<file path="config.mk">
export PLATFORM = sky130hd
export DESIGN_NAME = du_antilog
export DESIGN_NICKNAME = d
export VERILOG_FILES = /design/src/rtl/gelu_pkg.sv /design/src/rtl/du_pow2_shift.sv /design/src/rtl/du_antilog.sv
export SDC_FILE = /design/constraint.sdc
export NUM_CORES = 1
export LEC_CHECK = 0
export ABC_CLOCK_PERIOD_IN_PS = 3300
export CORE_ASPECT_RATIO = 0.6
export CORE_UTILIZATION = 45
export CTS_CLUSTER_DIAMETER = 60
export DETAILED_ROUTE_END_ITERATION = 7
export DONT_BUFFER_PORTS = 1
export SYNTH_ARGS = -nofsm -noshare
export SYNTH_HDL_FRONTEND = slang
export SYNTH_SLANG_ARGS = --single-unit
export TNS_END_PERCENT = 10
</file>
<file path="constraint.sdc">
create_clock -name clk -period 3.3 [get_ports clk]
set_input_delay 0.66 -clock clk [delete_from_list [all_inputs] [get_ports clk]]
set_output_delay 0.66 -clock clk [all_outputs]
set_load 0.01 [all_outputs]
</file>
<file path="src/rtl/gelu_pkg.sv">
// gelu_pkg: shared Q5.26 constants and antilog pipeline stage types
package gelu_pkg;
  localparam int Q = 26;
  localparam int W = 32;
  localparam int KW = W - Q;
  localparam logic [W-1:0] ONE_Q = 32'h04000000;
  localparam logic [W-1:0] SAT_POS = 32'h7FFFFFFF;
  localparam logic [W-1:0] SAT_NEG = 32'h80000001;
  localparam logic signed [KW-1:0] K_SAT = KW'(W - Q - 1);
  typedef struct packed {
    logic v;
    logic sign;
    logic signed [KW-1:0] k;
    logic [Q-1:0] f;
  } s1_t;
  typedef struct packed {
    logic v;
    logic sign;
    logic sat;
    logic [W-1:0] mag;
  } s2_t;
endpackage

</file>
<file path="src/rtl/du_pow2_shift.sv">
// du_pow2_shift: mantissa scaled by 2^k with saturation flag; DU_ANTILOG_ROUND_EN rounds right shifts half-up
module du_pow2_shift
  import gelu_pkg::*;
(
  input  logic [Q:0]             m,
  input  logic signed [KW-1:0]   k,
  output logic [W-1:0]           mag,
  output logic                   sat
);
  logic [KW:0] s;
  logic [W-1:0] rs;
  assign sat = k >= K_SAT;
  assign s = -{k[KW-1], k};
`ifdef DU_ANTILOG_ROUND_EN
  assign rs = W'(((W+1)'(m) + ((W+1)'(1) << (s - (KW+1)'(1)))) >> s);
`else
  assign rs = W'((W+1)'(m) >> s);
`endif
  // saturated lanes carry zero; the output stage substitutes the clamp value
  assign mag = sat ? '0 : k[KW-1] ? rs : W'(m) << k;
endmodule

</file>
<file path="src/rtl/du_antilog.sv">
// du_antilog: 3-stage Mitchell antilog (log2 Q5.26 -> signed linear Q5.26); DU_ANTILOG_ROUND_EN selects rounding
module du_antilog
  import gelu_pkg::*;
(
  input  logic         clk,
  input  logic         rst,
  input  logic         valid_in,
  output logic         in_ready,
  input  logic [W-1:0] exponent,
  input  logic         result_sign,
  output logic         valid_out,
  input  logic         out_ready,
  output logic [W-1:0] result
);
  s1_t s1;
  s2_t s2;
  logic en, sat;
  logic [W-1:0] mag, mag3;
  assign en = out_ready | ~valid_out;
  assign in_ready = en;
  du_pow2_shift u_shift (
    .m({1'b1, s1.f}),
    .k(s1.k),
    .mag(mag),
    .sat(sat)
  );
  assign mag3 = s2.sat ? SAT_POS : s2.mag;
  always_ff @(posedge clk)
    if (rst) begin
      s1 <= '0;
      s2 <= '0;
      valid_out <= 1'b0;
      result <= '0;
    end else if (en) begin
      s1 <= {valid_in, result_sign, exponent};
      s2 <= {s1.v, s1.sign, sat, mag};
      valid_out <= s2.v;
      result <= s2.sign ? -mag3 : mag3;
    end
endmodule

</file>
==> results.tsv <==
stage	metric	value	unit
cells_and_area	fin nets	979	
setup_path	critical path's slowest cell	o21ai_0	
timing	Setup TNS	0	ns
place	HPWL Detailed	21.9	mm
timing	Max Clock Skew	0.0139	ns
pwr	overall power	3.82	mW
global_routing	vias in the first global route	6798	
drt	# DRC	0	
setup_path	Top cell by count, worst path	o21ai_0	
yosys	syn nets	1010	
floorplanning	CORE AREA	16400	um2
timing	Final Hold Viols	0	
cells_and_area	share of layout cells above drive strength 1	13.8	%
cells_and_area	Syn-to-layout area delta	7.91	%
setup_path	Crit path arrival time	2.94	ns
setup_path	cell depth of the worst flop-to-flop path	8	
clocking	hold-fix buffers at CTS	0	
timing	Slew Limit Fails	0	
yosys	xor/xnor share of the synthesized area	2.51	%
setup_path	CP peak stage delay	0.45	ns
global_routing	initial antenna violation count	0	
drt	DR WL/cell	24.8	um
setup_path	CP delay by family, top	compound AO/OA/AOI/OAI gates	
yosys	Yosys top cell by area	dfxtp_1	
cells_and_area	commonest non-fill, non-tap cell in the layout	nand2_1	
global_routing	largest net degree at the start of global routing	92	
pwr	power per cell area	461	nW/um2
setup_path	Worst Path Max Fanout	18	
setup_path	WS Path Type	reg -> reg	
global_routing	GRT Total Usage	33.9	%
yosys	fraction of the yosys area taken by sequential cells	26.6	%
setup_path	required time of the critical path	3.53	ns
setup_path	R2R Path End	s2[9]	
global_routing	first-pass GRT wire length	43.5	mm
setup_path	CP Cell Sequence	clkinv_1 > ha_1 > buf_4 > mux2_2 > o21ai_0 > o21ai_0 > a222oi_1 > o21ai_0	
drt	DRT Wirelength	29.1	mm
yosys	Post-Synthesis Cells	968	
setup_path	CP Launch Type	flip-flop	
timing	Tmin final	2.71	ns
setup_path	CP Capture Type	flip-flop	
floorplanning	Die H	103	um
drt	vias per cell	6.59	
drt	DRT iter0 DRCs	1101	
yosys	count of cell types in the netlist	76	
pwr	Sw Pwr	1.47	mW
setup_path	crit path from	s1[27]	
setup_path	reg2reg setup slack	0.59	ns
pwr	peak supply drop	0.000257	V
floorplanning	row cnt	36	
setup_path	worst path bufs/invs	2	
yosys	Synthesis Warnings	0	
drt	Antenna Nets Post-Route	0	
clocking	clock-pin slew on the worst setup and hold paths	0.09	ns
timing	unrepaired setup endpoints after global routing	no	
flow_run	total of max-cap violations	0	
yosys	simple-gate share of the synthesized area	20.5	%
timing	post-route setup slack	0.587	ns
clocking	number of post-CTS setup repair buffers	0	
clocking	Root Driver	clkbuf_16	
clocking	Sink Count	102	
place	Place WS	0.687	ns
timing	final worst path period share	82.2	%
clocking	CTS buffer count	9	
worst_hold_path	Worst Hold End	result[11]	
drt	vias	7709	
floorplanning	Die X	171	um
pwr	Reg power frac	39.0	%
yosys	largest family of logic cells by synthesized area	compound AO/OA/AOI/OAI gates	
drt	DR pass1 iterations	5	
timing	FMAX	369	MHz
worst_hold_path	Hold Path Stages	1	
timing	worst-margin pin slew	0.748	ns
pwr	Static Leak	3.10	nW
yosys	syn avg cell area	7.92	um2
status	status	finished clean	
global_routing	total gr overflow	0	
setup_path	FF-to-FF Start	s1[27]	
worst_hold_path	Worst Hold Class	in -> reg	
timing	Rel. slew slack	49.8	%
yosys	compound-cell area share of the yosys netlist	23.5	%
clocking	post_cts resized	0	
pwr	Switching Share	38.6	%
clocking	clk_lat worst skew	0.36	ns
yosys	mux cell area share after synthesis	20.8	%
place	PortBufs	0	
yosys	#FFs+latches synth	102	
timing	Setup-failing EPs final	0	
worst_hold_path	HP Start	rst	
floorplanning	die area	17600	um2
yosys	Post-synth EDFFs	0	
pwr	combinational group share of total power	31.1	%
pwr	P_int	2.34	mW
yosys	mapped cell area	7670	um2
yosys	leading post-synthesis cells by cell area	dfxtp_1 (27%), mux4_2 (10%), mux2i_1 (8.5%), nand2_1 (8.1%), a21oi_1 (6.7%)	
clocking	CTS tree	yes	
cells_and_area	most frequent cells in the layout	nand2_1 (166), a21oi_1 (102), dfxtp_1 (99)	
place	gpl congestion	1.05	
yosys	Top FF cell, synth	dfxtp_1	
yosys	Synth Area in Adders	0.816	%
pwr	Clock power frac	29.9	%
clocking	Max Root-Sink Buffers	2	
floorplanning	num ports	71	
cells_and_area	Inserted Diodes	0	
floorplanning	initial core utilization	46.7	%
yosys	Async S/R FF share, synth	0	%
yosys	Synth top area share	26.6	%
clocking	# H-tree levels	3	
state kept, by name, indices dropped and copies added (netlist names):
name,cells
valid_out,1
result,32
s1,34
s2,35
power by group through the flow:
stage	Combinational, mW	Sequential [mW]	Clock (mW)
after global routing	1.27	1.50	1.22
after global placement	1.15	1.51	0
after CTS	1.14	1.48	1.16
after detailed placement	1.14	1.51	0
final	1.19	1.49	1.14
after floorplan	0.847	1.43	0
Yosys cell counts, types with 14 or more instances:
cell and count:
nor3_1 24, o21ai_0 50, nand2_1 166, nor2_1 79, a21oi_1 102, mux2_2 14, nand3_1 15, a211oi_1 28
clkbuf_1 52, xnor2_1 15, mux4_2 35, dfxtp_1 102, mux2i_1 65, buf_2 19
kinds of logic after synthesis:
| kind of cell | after synthesis |
|---|---|
| AND/OR/NAND/NOR | 348 |
| AO/OA/AOI/OAI | 280 |
| multiplexers | 114 |
| flip-flops | 102 |
| buffers and inverters | 97 |
| XOR/XNOR | 22 |
| adder cells (fa/ha/maj) | 5 |
cell type report:
type | instances | area (um2)
Tap cell | 228 | 285
Clock inverter | 7 | 91.3
Multi-Input combinational cell | 769 | 5240
Sequential cell | 102 | 2050
Fill cell | 1638 | 8160
Timing Repair Buffer | 42 | 340
Clock buffer | 9 | 225
Inverter | 13 | 50.0
worst register-to-register path, cell delays in order, from the launching register on:
cell and delay [ns]:
dfxtp_2 0.34, clkinv_1 0.08, ha_1 0.39, buf_4 0.32, mux2_2 0.41, o21ai_0 0.45, o21ai_0 0.14, a222oi_1 0.32
o21ai_0 0.13
per-layer routing:
layer / part of all wire, % / global-route usage (%)
met3: 16 / 13.6
met1: 48 / 54.0
met5: 0.28 / 3.26
met4: 0.88 / 4.92
met2: 35 / 40.3
stage by stage:
step	std cells	hold slack [ns]	cell area, um2	utilization (%)
after CTS	1170	0.360	8280	50.3
after detailed placement	1154	0.440	7960	48.4
after floorplan	968	0.423	7670	-
after global routing	1170	0.355	8280	50.3
after global placement	1154	0.435	7960	48.4
final	1170	0.361	8280	50.3
worst max-delay path by stage:
stage	to	cells past startpoint
2_1_floorplan	s2[14]	12
4_1_cts	s2[15]	7
5_1_grt	s2[9]	8
3_5_place_dp	s2[15]	7
6_report	s2[9]	8
3_3_place_gp	s2[15]	7
Power figures use the tool's default switching activity.
